`src/rtl/foo_pkg.sv`:
```
// Shared types and constants for the sum accumulator and its result FIFO.
package foo_pkg;
  localparam int RES_TOTAL_W   = 64;
  localparam int RES_COUNT_W   = 8;
  localparam int BURST_LEN_DEF = 4;

  typedef struct packed {
    logic [RES_TOTAL_W-1:0] total;
    logic [RES_COUNT_W-1:0] count;
  } foo_res_t;

  typedef enum logic {
    ST_IDLE  = 1'b0,
    ST_ACCUM = 1'b1
  } foo_state_t;
endpackage

```
`src/rtl/foo_res_fifo.sv`:
```
// Two-entry result FIFO; a push into a full FIFO succeeds only alongside a pop.
module foo_res_fifo
  import foo_pkg::*;
#(
  parameter type T = foo_res_t
) (
  input  logic clk,
  input  logic rst_n,
  input  logic push,
  input  logic pop,
  input  T     din,
  output logic full,
  output logic empty,
  output T     head
);
  T           r_mem [2];
  logic       r_rd;
  logic [1:0] r_cnt;

  logic w_pop;
  logic w_push;
  logic w_wr;

  assign full   = (r_cnt == 2'd2);
  assign empty  = (r_cnt == 2'd0);
  assign w_pop  = pop && !empty;
  assign w_push = push && (!full || w_pop);
  // Write slot is rd+cnt mod 2; when full it is the head slot being popped.
  assign w_wr   = r_rd ^ r_cnt[0];
  assign head   = r_mem[r_rd];

  always_ff @(posedge clk) begin
    if (!rst_n) begin
      r_rd  <= 1'b0;
      r_cnt <= 2'd0;
    end else begin
      if (w_push) r_mem[w_wr] <= din;
      if (w_pop) r_rd <= ~r_rd;
      r_cnt <= r_cnt + 2'(w_push) - 2'(w_pop);
    end
  end
endmodule

```
`src/rtl/foo_sum_accum.sv`:
```
// Accumulates upstream sums into bursts and queues {total, count} results
// for a valid/ready consumer; a result pushed into a full, non-draining FIFO is dropped.
module foo_sum_accum
  import foo_pkg::*;
#(
  parameter int BURST_LEN = BURST_LEN_DEF,
  parameter int SUM_W     = 32
) (
  input  logic                   clk,
  input  logic                   rst_n,
  input  logic                   sum_valid,
  input  logic [SUM_W-1:0]       sum,
  input  logic                   flush,
  output logic                   res_valid,
  input  logic                   res_ready,
  output logic [RES_TOTAL_W-1:0] res_total,
  output logic [RES_COUNT_W-1:0] res_count,
  output logic                   overflow,
  output foo_state_t             dbg_state
);
  // Handshake: a result transfers on any cycle with res_valid && res_ready;
  // while res_valid is high and res_ready low, res_total/res_count hold.

  logic [RES_TOTAL_W-1:0] r_acc;
  logic [RES_COUNT_W-1:0] r_cnt;
  logic                   r_overflow;

  logic [RES_TOTAL_W-1:0] w_acc_next;
  logic [RES_COUNT_W-1:0] w_cnt_next;
  logic                   w_done;
  foo_state_t             w_state;
  logic                   w_full;
  logic                   w_empty;
  logic                   w_pop;
  foo_res_t               w_head;
  foo_res_t               w_push_res;

  always_comb begin
    w_acc_next = r_acc;
    w_cnt_next = r_cnt;
    w_state    = (r_cnt == '0) ? ST_IDLE : ST_ACCUM;
    if (sum_valid) begin
      w_acc_next = r_acc + RES_TOTAL_W'(sum);
      w_cnt_next = r_cnt + 1'b1;
    end
    // cnt_next != 0 covers both "partial burst open" and "sum arriving now".
    w_done = (sum_valid && (w_cnt_next == RES_COUNT_W'(BURST_LEN)))
          || (flush && (w_cnt_next != '0));
  end

  always_ff @(posedge clk) begin
    if (!rst_n) begin
      r_acc      <= '0;
      r_cnt      <= '0;
      r_overflow <= 1'b0;
    end else begin
      if (w_done) begin
        r_acc <= '0;
        r_cnt <= '0;
      end else begin
        r_acc <= w_acc_next;
        r_cnt <= w_cnt_next;
      end
      if (w_done && w_full && !w_pop) r_overflow <= 1'b1;
    end
  end

  assign w_push_res = '{total: w_acc_next, count: w_cnt_next};
  assign w_pop      = !w_empty && res_ready;

  foo_res_fifo #(.T(foo_res_t)) u_fifo (
    .clk   (clk),
    .rst_n (rst_n),
    .push  (w_done),
    .pop   (w_pop),
    .din   (w_push_res),
    .full  (w_full),
    .empty (w_empty),
    .head  (w_head)
  );

  assign res_valid = !w_empty;
  assign res_total = w_empty ? '0 : w_head.total;
  assign res_count = w_empty ? '0 : w_head.count;
  assign overflow  = r_overflow;
  assign dbg_state = w_state;
endmodule

```
`config.mk`:
```
export PLATFORM = sky130hd
export DESIGN_NAME = foo_sum_accum
export DESIGN_NICKNAME = d
export VERILOG_FILES = /design/src/rtl/foo_pkg.sv /design/src/rtl/foo_res_fifo.sv /design/src/rtl/foo_sum_accum.sv
export SDC_FILE = /design/constraint.sdc
export NUM_CORES = 1
export LEC_CHECK = 0
export CAP_MARGIN = 0
export CORE_ASPECT_RATIO = 1.5
export CORE_MARGIN = 2
export CORE_UTILIZATION = 50
export DETAILED_ROUTE_END_ITERATION = 10
export HOLD_SLACK_MARGIN = 0.15
export PLACE_DENSITY = 0.69
export SYNTH_ARGS = -nofsm -noshare
export SYNTH_HDL_FRONTEND = slang
export SYNTH_SLANG_ARGS = --single-unit
export TNS_END_PERCENT = 30
```
`constraint.sdc`:
```
create_clock -name clk -period 6.5 [get_ports clk]
set_input_delay 0.975 -clock clk [delete_from_list [all_inputs] [get_ports clk]]
set_output_delay 0.975 -clock clk [all_outputs]
set_load 0.01 [all_outputs]
```
==> metrics, run 1 <==
vias between 7k and 8k; fin. max-slew vios 0; slowest stage delay, CP around 880 ps; FF-to-FF End u_fifo.r_mem[0][0]$_DFFE_PP_; cts bufs inserted 21; Avg Cell Area, Syn about 11 um^2; CTS tree done; top cell type by total area after synthesis edfxtp_1; hold buffers post-CTS 0; DRC errors left 0; Area contributors post-synth edfxtp_1 (40%), dfxtp_1 (14%), mux2i_1 (7.0%), ha_1 (4.1%), nor2_1 (4.1%); CP Launch Type primary input; CTS Buffer Depth 3; H-tree levels 1; Synth Register Bits 221; worst hold start r_acc[30]$_SDFF_PP0_; post-cts sizing count 0; total gr overflow 0; FF-to-FF Start r_cnt[2]$_SDFF_PP0_; worst setup margin 2350 ps; Antenna Nets Post-Route 0; Worst Hold End r_acc[30]$_SDFF_PP0_; Worst Path Arrival between 4000 and 5000 ps; status completed; DIE HEIGHT 185 um; CTS sink cnt between 200 and 250; Final Critical Period approximately 4100 ps; WL/cell between 15 and 20 um; post-place setup slack about 1800 ps; first-pass GRT wire length approximately 40000 um; Post-synth EDFFs roughly 140; Layout area overhead 18.4%; Leak roughly 4.8 nW; worst slew pin tran ~1100 ps; setup_tns 0 ps; vias in the first global route a little under 8k; initial antenna violation count 0; mapped cell area ~11000 um^2; Setup CP Type primary input to flop; Fin. Hold Viols 0; predominant post-synthesis flop cell edfxtp_1; Die X between 100 and 150 um; syn nets 1076; Final nets between 1k and 1.5k; Post-DP HPWL ~17000 um; Total Routed Length 24900 um; Fill cells between 1.5k and 2k; post-route cell area about 13000 um^2; Placed Area 12300 um^2; die area 23000 um^2; postcts setup bufs 0; Async SR Flop Fraction 0; largest net degree at the start of global routing between 50 and 60; Initial Util 0.505; All-Layer GR Usage 0.213; 1st-pass router iterations 5; hold slack a little under 500 ps; maxcap violations 0; core box area ~22000 um^2; Rows 66; ANT cells 0; Rel. slew slack 0.244; FF-to-FF setup slack approximately 2900 ps; reg2reg path depth 9; RSZ-0062 raised after global routing false; Worst-path clk slew about 70 ps; CP Cell Sequence clkdlybuf4s50_1, ha_1, fa_1, a211oi_1, o21bai_1, a22oi_1, a21oi_1, a31oi_1, nor3_1, xor2_1, nor2b_1; clk_skew 9.13 ps; starting DRC count in detailed routing between 400 and 500; crit path from sum[0]; commonest non-fill, non-tap cell in the layout edfxtp_1; Clock Latency Late Sink about 510 ps; routability cong. a little under 0.9; Peak VDD IR approximately 0.00022 V; Yosys Warn Count 0; Final period util 0.638; Min-Delay Path Class flop to flop; final setup vio count 0; CP required approximately 6900 ps; fmax approximately 240 MHz; Synth cell types 68; top-area cell type share of the netlist area 0.397; PortBufs about 110; CP Max Fanout 7; sequential fraction of the synthesis area 0.539; Crit-path slowest cell a31oi_1; leading cell types in the layout, fill and taps excluded edfxtp_1 (144), nor2_1 (118), clkdlybuf4s50_1 (110), mux2i_1 (76), dfxtp_1 (76); CTS root buffer clkbuf_16; drt via density 5.63; share of layout cells above drive strength 1 0.0760; power per cell area about 330 nW/um^2; Cells after Synth 1002; # IOs ~110; CP endpoint kind flop; hold path depth 2
## how the worst max path moves through the flow
stage,to,slack (ps),cells past startpoint
2_1_floorplan,u_fifo.r_mem[1][0]$_DFFE_PP_,490,9
3_3_place_gp,u_fifo.r_mem[0][70]$_DFFE_PP_,1910,10
3_5_place_dp,r_acc[62]$_SDFF_PP0_,1840,11
4_1_cts,r_acc[62]$_SDFF_PP0_,2380,11
5_1_grt,r_acc[58]$_SDFF_PP0_,2020,11
6_report,r_acc[62]$_SDFF_PP0_,2350,11
## worst max-delay path: cells and delay by family
kind / cells / cell delay (ps)
fa+ha+maj: 2 / 680
compound gates: 5 / 1940
buf+inv: 1 / 410
simple gates: 2 / 320
xor+xnor: 1 / 210
## cells in the mapped netlist (3+ instances only)
library cell / count
nor2_1: 120
edfxtp_1: 144
o31ai_1: 6
and2_1: 12
mux2i_1: 76
a21oi_1: 63
a41oi_1: 3
and4_1: 5
buf_2: 8
a31oi_1: 8
nor2b_1: 34
nor4_1: 4
or4_1: 5
nand2b_1: 3
mux2_2: 20
o21ai_0: 31
nand3_1: 30
a21boi_0: 5
buf_1: 4
dfxtp_1: 77
nor3_1: 14
ha_1: 36
buf_4: 3
a21o_1: 10
and3_1: 25
inv_1: 24
nand4_1: 13
or3_1: 12
xor2_1: 20
a211oi_1: 3
o21bai_1: 5
clkbuf_1: 27
o21a_1: 4
nand2_1: 75
xnor2_1: 31
o211ai_1: 5
## logic make-up after synthesis
kind of cell | share of synthesized area
buffers and inverters | 0.0252
muxes | 0.0905
and+or+nand+nor | 0.163
AOI/OAI and AO/OA | 0.0987
xor gates and xnor gates | 0.0410
adders and majority gates | 0.0432
DFF | 0.539
## through the flow
stage / std cells / power, mW / utilization
after floorplan: 1002 / 2.52 / -
after global placement: 1352 / 3.10 / 0.569
after detailed placement: 1352 / 3.12 / 0.569
after CTS: 1390 / 4.26 / 0.598
after global routing: 1390 / 4.43 / 0.598
final: 1390 / 4.21 / 0.598
## flip-flops by register name, indices dropped and copies added (netlist names), named ones only
name and cells:
u_fifo.r_mem 144, r_acc 64, r_cnt 8, u_fifo.r_cnt 2
overflow 1, u_fifo.r_rd 1
## routing by layer
layer | wire length [um] | global-route usage
met1 | 9860 | 0.246
met3 | 1080 | 0.0282
met4 | 948 | 0.0885
met2 | 13000 | 0.398
met5 | 0 | 0
## report_power, final
part	leakage (nW)	total (mW)	switching, mW	internal [mW]
sequential	1.97	1.75	0.0997	1.65
clock	0.311	1.14	0.516	0.622
combinational	2.51	1.32	0.691	0.633
total	4.79	4.21	1.31	2.91
## layout make-up
type	instances	area [um^2]	area share
clock buffers	28	572	0.0444
clock inverters	10	57.6	0.00446
inverters	24	90.1	0.00699
multi-input cells	714	4770	0.370
flip-flops and latches	221	5870	0.455
well taps	272	340	0.0264
repair buffers	121	1190	0.0926
(Power assumes the default switching activity.)
==> run 2, diff against run 1 <==
Clock period 6.5 ns to 4 ns, I/O delays scaled along.
==> run 2 against run 1 <==
Compared with the run above: worst setup slack worse by 1800 ps; hold slack better by 2.6 ps; power up 66%; final cell count up 1.1%; count of clock-buffer cells in the layout unchanged; core utilization up 0.88 points; sequential share of layout area down 0.66 points; register-to-register slack worse by 2100 ps; critical path type unchanged; largest power group unchanged.
==> metrics, run 2 (synthesis gave the netlist of run 1 again) <==
Finished Layout Cells 1405; CTS tree done; drt via density 5.62; initial antenna violation count 0; CP Cell Sequence clkdlybuf4s50_1, ha_1, fa_1, a211oi_1, o21bai_1, a31oi_1, o21ai_0, a21o_1, a32oi_1, buf_4, or4_1, nand2_1; Initial Util 0.505; Layout Utilization 0.607; clk_skew roughly 17 ps; WL/cell approximately 18 um; 1st-pass router iterations 7; share of layout cells above drive strength 1 0.0883; H-tree levels 1; postcts setup bufs 0; status completed; Rel. slew slack 0.527; Die X 124 um; Worst-path clk slew around 60 ps; clock share of power 0.283; hold buffers post-CTS 0; Layout area overhead 20.1%; DIE HEIGHT 185 um; first-pass GRT wire length 39800 um; leading cell types in the layout, fill and taps excluded edfxtp_1 (144), nor2_1 (118), clkdlybuf4s50_1 (110), mux2i_1 (76), dfxtp_1 (76); CP Max Fanout 17; vias in the first global route just under 8k; CP required approximately 4200 ps; Final nets approximately 1.2k; Fin. Hold Viols 0; CP Depth 12; post-cts sizing count 0; CP endpoint kind flop; CP bufs+invs 2; CTS root buffer clkbuf_16; Antenna Nets Post-Route 0; vias slightly below 8k; internal power about 4.9 mW; Final period util 0.860; sw frac 0.305; final setup vio count 0; maxcap violations 0; hold path depth 2; die area 23000 um^2; Leak about 4.9 nW; RSZ-0062 raised after global routing false; fmax between 200 and 300 MHz; DRC errors left 0; Worst Path Arrival about 3700 ps; placed insts around 1.4k; largest register by flop count u_fifo.r_mem; Net Switching around 2.1 mW; CP delay by family, top compound AO/OA/AOI/OAI gates; cts bufs inserted 22; Total Routed Length 24900 um; Placed Area approximately 12000 um^2; total gr overflow 0; CP Launch Type primary input; Rows between 60 and 70; hold slack around 490 ps; CTS sink cnt 221; Peak VDD IR approximately 0.00041 V; combinational power share 0.324; Post-DP HPWL ~18000 um; ANT cells 0; max FFs per register between 100 and 150; # IOs ~110; power per cell area between 500 and 600 nW/um^2; fin. max-slew vios 0; CTS Buffer Depth 3; Flop pwr share 0.393; reg2reg path depth 11; routability cong. ~0.94; Crit-path slowest cell fa_1; commonest non-fill, non-tap cell in the layout edfxtp_1; slowest stage delay, CP approximately 450 ps; Setup CP Type primary input to flop; worst slew pin tran 709 ps; post-route cell area about 13000 um^2; Final Critical Period 3440 ps; largest net degree at the start of global routing 49; All-Layer GR Usage 0.215; starting DRC count in detailed routing approximately 510; PortBufs 111; largest registers u_fifo.r_mem x144, r_acc x64, r_cnt x8; Min-Delay Path Class flop to flop; Clock Latency Late Sink just over 500 ps; core box area ~22000 um^2
## run 2: power groups by stage
stage	combinational (mW)	clock (mW)	sequential, mW
3_3_place_gp	2.27	0	2.79
4_1_cts	2.30	2.03	2.75
6_report	2.27	1.98	2.75
3_5_place_dp	2.29	0	2.80
5_1_grt	2.48	2.11	2.77
2_1_floorplan	1.32	0	2.78
## run 2: area by class of cell
cell class / count / area (um^2)
fill: 1783 / 8470
sequential: 221 / 5870
multi-input combinational: 714 / 4770
timing repair buffer: 134 / 1320
clock buffer: 28 / 594
tap: 272 / 340
clock inverter: 12 / 101
inverter: 24 / 90.1
## run 2: worst paths after layout
| kind | from | end | slack, ps |
|---|---|---|---|
| max | sum[0] | u_fifo.r_mem[0][64]$_DFFE_PP_ | 560 |
| min | r_acc[26]$_SDFF_PP0_ | r_acc[26]$_SDFF_PP0_ | 490 |
| max reg2reg | r_acc[0]$_SDFF_PP0_ | u_fifo.r_mem[0][64]$_DFFE_PP_ | 780 |
| min reg2reg | r_acc[26]$_SDFF_PP0_ | r_acc[26]$_SDFF_PP0_ | 490 |
## run 2: metrics by stage
step / setup TNS [ps] / setup slack [ps] / power (mW)
finish: 0 / 558 / 7.00
global route: 0 / 307 / 7.37
CTS: 0 / 630 / 7.08
detailed placement: 0 / 114 / 5.09
global placement: 0 / 166 / 5.06
floorplan: -18980 / -264 / 4.10
## run 2: per-layer routing
| metal | vias up | GRT usage | share of wire | routed length, um |
|---|---|---|---|---|
| li1 | 3868 | - | - | - |
| met5 | - | 0 | 0 | 0 |
| met1 | 3788 | 0.243 | 0.39 | 9770 |
| met2 | 192 | 0.409 | 0.53 | 13200 |
| met4 | 0 | 0.0800 | 0.033 | 808 |
| met3 | 53 | 0.0290 | 0.042 | 1040 |
## run 2: worst register-to-register path: stages, from the launching register on
cell      delay [ps]
dfxtp_1          310
ha_1             200
fa_1             450
a211oi_1         320
o21bai_1         140
a31oi_1          270
o21ai_0          270
a21o_1           280
a32oi_1          200
buf_4            250
or4_1            170
nand2_1           70
